**config.mk**
```make
export PLATFORM = sky130hd
export DESIGN_NAME = vcve2_vrf_iter_sched
export DESIGN_NICKNAME = d
export VERILOG_FILES = /design/src/rtl/vcve2_vrf_iter_sched.sv
export SDC_FILE = /design/constraint.sdc
export NUM_CORES = 1
export LEC_CHECK = 0
export CORE_MARGIN = 2
export CORE_UTILIZATION = 50
export DETAILED_ROUTE_END_ITERATION = 10
export PLACE_DENSITY_LB_ADDON = 0.2
export SLEW_MARGIN = 40
export SYNTH_ARGS = -nofsm -noshare
export SYNTH_HDL_FRONTEND = slang
export SYNTH_SLANG_ARGS = --single-unit
export TNS_END_PERCENT = 100
```
**constraint.sdc**
```tcl
create_clock -name clk_i -period 3.5 [get_ports clk_i]
set_clock_uncertainty 0.2 [all_clocks]
set_input_delay 1.05 -clock clk_i [delete_from_list [all_inputs] [get_ports clk_i]]
set_output_delay 1.05 -clock clk_i [all_outputs]
set_load 0.02 [all_outputs]
```
**src/rtl/vcve2_vrf_iter_sched.sv**
```systemverilog
// rtl/vcve2_vrf_iter_sched.sv - Iteration counter, staggered interface start and round-robin token grant
module vcve2_vrf_iter_sched #(
   parameter int NumIfs     = 2,
   parameter int PIPE_WIDTH = 32,
   parameter int CNT_W      = 32
) (
   input  logic                              clk_i,
   input  logic                              rst_i,
   input  logic                              req_i,
   input  logic                              abort_i,
   input  logic [31:0]                       vl_i,
   input  logic [1:0]                        sew_i,
   input  logic                              slide_op_i,
   input  logic [31:0]                       slide_offset_i,
   input  logic [NumIfs-1:0]                 req_iter_i,
   output logic [NumIfs-1:0]                 gnt_iter_o,
   output logic                              gnt_last_o,
   input  logic [NumIfs-1:0]                 if_done_i,
   output logic [NumIfs-1:0]                 start_o,
   output logic [$clog2(PIPE_WIDTH/8)-1:0]   offset_o,
   output logic [CNT_W-1:0]                  iter_left_o,
   output logic                              busy_o,
   output logic                              done_o
);

   localparam int BPW    = PIPE_WIDTH / 8;
   localparam int OFFS_W = $clog2(BPW);
   localparam int PTR_W  = (NumIfs > 1) ? $clog2(NumIfs) : 1;
   localparam int STG_W  = $clog2(NumIfs + 1);

   typedef enum logic [1:0] {
      IDLE,
      RUN,
      DONE
   } state_e;

   state_e            state;
   logic [CNT_W-1:0]  cnt;
   logic [NumIfs-1:0] started;
   logic [NumIfs-1:0] if_done_q;
   logic [PTR_W-1:0]  ptr;
   logic [STG_W-1:0]  stg;

   logic [31:0]       elems;
   logic [31:0]       bytes;
   logic [OFFS_W-1:0] rem;
   logic [CNT_W-1:0]  count_calc;
   logic [NumIfs-1:0] elig;
   logic [PTR_W-1:0]  gnt_idx;
   logic [PTR_W-1:0]  ptr_nxt;
   logic              gnt_any;
   logic              finish;

   // Byte count wraps at 32 bits; a partial final beat rounds the count up.
   always_comb begin
      elems = vl_i;
      if (slide_op_i) begin
         elems = (vl_i > slide_offset_i) ? (vl_i - slide_offset_i) : '0;
      end
      bytes      = elems << sew_i;
      rem        = bytes[OFFS_W-1:0];
      count_calc = CNT_W'(bytes >> OFFS_W) + CNT_W'(rem != '0);
   end

   assign elig = (state == RUN && cnt != '0) ? (req_iter_i & started) : '0;

   // First eligible requester at or after the pointer, wrapping once.
   always_comb begin
      int k;
      k       = 0;
      gnt_any = 1'b0;
      gnt_idx = '0;
      for (int j = 0; j < NumIfs; j++) begin
         k = int'(ptr) + j;
         if (k >= NumIfs) k = k - NumIfs;
         if (!gnt_any && elig[k]) begin
            gnt_any = 1'b1;
            gnt_idx = PTR_W'(k);
         end
      end
   end

   assign ptr_nxt     = (gnt_idx == PTR_W'(NumIfs - 1)) ? '0 : gnt_idx + 1'b1;
   assign gnt_iter_o  = gnt_any ? (NumIfs'(1) << gnt_idx) : '0;
   assign gnt_last_o  = gnt_any && (cnt == CNT_W'(1));
   assign iter_left_o = cnt;

   // A done pulse arriving alongside the last token still completes this cycle.
   assign finish = ((cnt == '0) || (gnt_any && cnt == CNT_W'(1))) &&
                   (&(if_done_q | (if_done_i & started)));

   always_ff @(posedge clk_i or posedge rst_i) begin
      if (rst_i) begin
         state     <= IDLE;
         cnt       <= '0;
         started   <= '0;
         if_done_q <= '0;
         ptr       <= '0;
         stg       <= '0;
         start_o   <= '0;
         offset_o  <= '0;
         busy_o    <= 1'b0;
         done_o    <= 1'b0;
      end else begin
         start_o <= '0;
         done_o  <= 1'b0;
         case (state)
            IDLE: begin
               busy_o <= 1'b0;
               if (req_i && !abort_i) begin
                  cnt       <= count_calc;
                  offset_o  <= rem;
                  ptr       <= '0;
                  if_done_q <= '0;
                  busy_o    <= 1'b1;
                  if (count_calc != '0) begin
                     state   <= RUN;
                     start_o <= NumIfs'(1);
                     started <= NumIfs'(1);
                     stg     <= STG_W'(1);
                  end else begin
                     state   <= DONE;
                     done_o  <= 1'b1;
                     started <= '0;
                     stg     <= '0;
                  end
               end
            end
            RUN: begin
               if (abort_i) begin
                  state     <= IDLE;
                  cnt       <= '0;
                  started   <= '0;
                  if_done_q <= '0;
                  ptr       <= '0;
                  stg       <= '0;
                  offset_o  <= '0;
                  busy_o    <= 1'b0;
               end else begin
                  if (gnt_any) begin
                     cnt <= cnt - CNT_W'(1);
                     ptr <= ptr_nxt;
                  end
                  if_done_q <= if_done_q | (if_done_i & started);
                  if (stg < STG_W'(NumIfs)) begin
                     for (int i = 0; i < NumIfs; i++) begin
                        if (stg == STG_W'(i)) begin
                           start_o[i] <= 1'b1;
                           started[i] <= 1'b1;
                        end
                     end
                     stg <= stg + 1'b1;
                  end
                  if (finish) begin
                     state  <= DONE;
                     done_o <= 1'b1;
                  end
               end
            end
            default: begin
               state     <= IDLE;
               cnt       <= '0;
               started   <= '0;
               if_done_q <= '0;
               ptr       <= '0;
               stg       <= '0;
               offset_o  <= '0;
               busy_o    <= 1'b0;
            end
         endcase
      end
   end

endmodule
```
==> results of run 1 <==
## cell families after synthesis
group	Yosys count
AO/OA/AOI/OAI	380
multiplexers	31
XOR/XNOR	44
adder cells (fa/ha/maj)	41
buffers and inverters	110
AND/OR/NAND/NOR	409
flip-flops	47
## what timing repair did
action | CTS
resized for setup | 467
buffers inserted | 78
setup endpoints to repair | 42
pin swaps | 130
gates cloned | 0
## through the flow
stage                     instance area [sq um]  setup TNS, ns  util [%]  cells  hold slack (ns)
after floorplan                            8060         -41.71         -   1062            0.263
after global placement                    12100         -76.90      80.7   1699            0.268
after detailed placement                  12100         -80.72      80.7   1699            0.280
after CTS                                 14100         -46.37      93.5   1778            0.294
==> qor.txt, run 1 <==
Run status - did not finish
Fail Step - 5_1_grt
Run Error - [ERROR DPL-0038] Utilization greater than 100%, impossible to legalize
Dpl ws - -2.68 ns
Sink Count - 47
DIE HEIGHT - 127 um
Cell with the most instances after synthesis - nor2_1
Seq/Total Area, Yosys - 15.4%
Root buffer cell - clkbuf_16
Maximum buffer depth of the clock tree - 2
Post-Synth XOR/XNOR Area - 5.06%
Synth area leaders - dfrtp_1 (15%), ha_1 (6.6%), a21oi_1 (5.6%)
Starting Density - 50.7%
Worst_ep grt - iter_left_o[29]$_DFFE_PP0P_/D
Post-synth net total - 1178
Detailed Place HPWL - 24700 um
Simple-gate share of the synthesized area - 27.3%
Post-Syn Area - 7620 sq um
Post-synth cell types - 96
Top cell type's share of synthesized area - 15.4%
#FFs+latches synth - 47
Post-synthesis cell count - 1062
Worst ep type - register data pin
Number of cell rows - 45
YS warnings - 0
Adder-cell share of the synthesized area - 6.83%
TritonCTS Buffers - 5
Largest family of logic cells by synthesized area - compound AO/OA/AOI/OAI gates
IO buf count - 115
Avg Cell Area, Syn - 7.17 sq um
Ys async rst share - 100%
Largest net degree at the start of global routing - 48
Commonest cells in the netlist - nor2_1 (100), nand2_1 (94), a21oi_1 (86)
Leading area contributor after synthesis - dfrtp_1
RePlAce Congestion - 0.995
Ys flop type - dfrtp_1
Number of enable flip-flop cells after synthesis - 0
Ports - 116
Compound-gate portion of the synthesized area - 34.9%
Multiplexer area fraction after synthesis - 4.52%
CTS H-Tree Depth - 2
Cts hold-fix bufs - 0
Die Width - 127 um
==> run 2, diff against run 1 <==
--- a/config.mk
+++ b/config.mk
@@ -6,9 +6,9 @@
 export NUM_CORES = 1
 export LEC_CHECK = 0
 export CORE_MARGIN = 2
-export CORE_UTILIZATION = 50
+export CORE_UTILIZATION = 35
 export DETAILED_ROUTE_END_ITERATION = 10
-export PLACE_DENSITY_LB_ADDON = 0.2
+export PLACE_DENSITY_LB_ADDON = 0.15
 export SLEW_MARGIN = 40
 export SYNTH_ARGS = -nofsm -noshare
 export SYNTH_HDL_FRONTEND = slang
==> constraint.sdc (replaced) <==
create_clock -name clk_i -period 4.55 [get_ports clk_i]
set_clock_uncertainty 0.2 [all_clocks]
set_input_delay 1.365 -clock clk_i [delete_from_list [all_inputs] [get_ports clk_i]]
set_output_delay 1.365 -clock clk_i [all_outputs]
set_load 0.02 [all_outputs]
==> run 2 against run 1 <==
- synthesized cell count unchanged
- the flow now finishes, with violations (setup timing)
- synthesized area stayed put
==> qor.txt, run 2 <==
Post-Syn Area - 7620 sq um (unchanged)
ANT nets after route - 0
Crit Path Max Fanout - 6
Compound-gate portion of the synthesized area - 34.9% (unchanged)
Initial antenna violation count - 0
CTS tree - done
Via total after detailed routing - 10300
Avg Cell Area, Syn - 7.17 sq um (unchanged)
Later-pin clock latency in the skew report - 0.29 ns
LEAKAGE - 6.15 nW
TritonCTS Buffers - 5 (unchanged)
GR Overflow Total - 0
Detailed-route DRC error count - 0
Slew Viols, Final - 0
Cell with the most instances after synthesis - nor2_1
Unrepaired setup endpoints after global routing - yes
RePlAce Congestion - 0.913 (-8.3%)
Cell area after layout - 14200 sq um
Commonest non-fill, non-tap cell in the layout - buf_4
Number of cell rows - 53 (+18%)
Max incr delay on CP - 0.53 ns
Seq/Total Area, Yosys - 15.4% (unchanged)
Worst Hold Class - reg -> reg
Max FFs per register - 32
Setup_tns - -23.21 ns
Crit path launch type - input pin
Routed len/inst - 17.4 um
Top cell type's share of synthesized area - 15.4% (unchanged)
Final Total Pwr - 4.09 mW
Worst Reg-to-Reg Cells - 12
Critical-path cell with the highest stage delay - or4_4
Post-synth cell types - 96 (unchanged)
CP arrival - 5.72 ns
Leading area contributor after synthesis - dfrtp_1
Slew margin rel. - 54.4%
Largest net degree at the start of global routing - 48
Initial DRC Count - 413
Fillers - 1800
Max cap viols - 0
Synthesis-to-layout area growth - 86.6%
First-pass GRT wire length - 50500 um
IO buf count - 115 (unchanged)
Worst EP required - 4.58 ns
First-pass DRT Iterations - 5
Run status - finished with violations
Detailed Place HPWL - 24100 um (-2.2%)
Multiplexer area fraction after synthesis - 4.52% (unchanged)
Endpoints failing hold - 0
DIE HEIGHT - 152 um (+19%)
CTS clk-pin slew, worst paths - 0.07 ns
Largest family of logic cells by synthesized area - compound AO/OA/AOI/OAI gates
Post-synthesis cell count - 1062 (unchanged)
Final setup violation count - 36
Proportion of layout cells with a drive suffix above 1 - 49.9%
Final WL - 32100 um
Gr usage total - 27.2%
Critical path capture point type - flip-flop
Failing checks - setup timing
Commonest cells in the netlist - nor2_1 (100), nand2_1 (94), a21oi_1 (86)
Slew @ Worst Pin - 0.678 ns
Fmax - 0.176 GHz
Root buffer cell - clkbuf_16
Simple-gate share of the synthesized area - 27.3% (unchanged)
Number of enable flip-flop cells after synthesis - 0 (unchanged)
Nets - 1682
Adder-cell share of the synthesized area - 6.83% (unchanged)
Sink Count - 47 (unchanged)
Starting Density - 35.9% (-15 points)
Diodes inserted - 0
Placeable core area - 21200 sq um
Most frequent cells in the layout - buf_4 (392), nand2_1 (87), nor2_1 (86)
Ys flop type - dfrtp_1
Setup ws final - -1.13 ns
Maximum buffer depth of the clock tree - 2 (unchanged)
Die area - 23000 sq um
YS warnings - 0 (unchanged)
Vias in the first global route - 10200
Dpl cell area - 11900 sq um (-1.8%)
Hold Path Stages - 2
Critical path class - in -> reg
P per Cell Area - 288 nW/um^2
Vias per inst - 5.59
CP Cell Sequence - buf_8, inv_8, ha_4, fa_2, nand2b_4, a211oi_4, o21ai_4, buf_6, a211o_1, nand3_2, nor2_2, a21oi_2, o2bb2ai_1, ha_2, buf_12, ha_4, nand3_4, or4_4, xor2_2, nand4_1, nor4_2, and4b_2, a41o_1
Die Width - 152 um (+19%)
Post-synth net total - 1178 (unchanged)
Final min period - 5.68 ns
Fin crit share - 125%
Max VDD drop - 0.213 mV
Ys async rst share - 100% (unchanged)
#FFs+latches synth - 47 (unchanged)
CTS H-Tree Depth - 2 (unchanged)
Post-Synth XOR/XNOR Area - 5.06% (unchanged)
Synth area leaders - dfrtp_1 (15%), ha_1 (6.6%), a21oi_1 (5.6%)
Most used cell, CP - ha_4
Ports - 116 (unchanged)
run 2: through the flow:
step	hold slack (ns)	setup slack [ns]	cells	utilization, %
final	0.290	-1.13	1842	67.0
after global routing	0.332	-1.29	1842	67.0
after CTS	0.295	-1.02	1812	63.9
after detailed placement	0.273	-2.03	1757	56.1
after global placement	0.277	-1.93	1757	56.1
after floorplan	0.263	-1.20	1062	-
run 2: area by class of cell:
type	instances	area, sq um	area share, %
Multi-Input combinational cell	905	7720	54.3
Clock buffer	5	125	0.880
Clock inverter	3	43.8	0.308
Timing Repair Buffer	556	4580	32.2
Sequential cell	47	1180	8.27
Tap cell	275	344	2.42
Inverter	51	224	1.58
run 2: critical path: cells and delay by family:
family / cells / cell delay (ns)
simple gates: 8 / 1.65
buf+inv: 4 / 0.36
fa+ha+maj: 4 / 0.93
compound gates: 6 / 1.24
xor+xnor: 1 / 0.18
run 2: repair_timing:
| item | 4_1_cts | 5_1_grt |
|---|---|---|
| hold buffers | 0 | 0 |
| hold endpoints to repair | 0 | 0 |
| gates cloned | 0 | 0 |
| buffers inserted | 48 | 31 |
| gates resized for setup | 379 | 146 |
| pin swaps | 109 | 85 |
| endpoints found under the setup margin | 39 | 39 |
run 2: metal layers:
metal	wire, um	global-route usage (%)	vias up
met1	13800	34.3	4869
met3	1250	1.47	66
met5	0	0	-
met2	15900	48.8	334
li1	-	-	5029
met4	1110	10.4	0
run 2: worst paths after layout:
path | from | end | slack, ns
setup / recovery | vl_i[0] | done_o$_DFF_PP0_ | -1.13
hold / removal | offset_o[0]$_DFFE_PP0P_ | offset_o[0]$_DFFE_PP0P_ | 0.29
setup reg to reg | iter_left_o[10]$_DFFE_PP0P_ | iter_left_o[25]$_DFFE_PP0P_ | 1.01
hold reg to reg | offset_o[0]$_DFFE_PP0P_ | offset_o[0]$_DFFE_PP0P_ | 0.29
max in group asynchronous | rst_i | iter_left_o[7]$_DFFE_PP0P_ | 2.45
min in group asynchronous | rst_i | stg[1]$_DFFE_PP0P_ | 1.28
run 2: kinds of logic (layout without fill, tap and decap cells):
logic type	Yosys count	in the layout
muxes	31	31
xor gates and xnor gates	44	44
buffers and inverters	110	615
and+or+nand+nor	409	409
adders and majority gates	41	41
AOI/OAI and AO/OA	380	380
DFF	47	47
run 2: report_power, final:
part / switching, mW / total, mW / internal, mW
combinational: 1.53 / 2.93 / 1.40
sequential: 0.168 / 0.734 / 0.566
clock: 0.169 / 0.429 / 0.259
No activity file was read; power rests on OpenSTA's default activity.
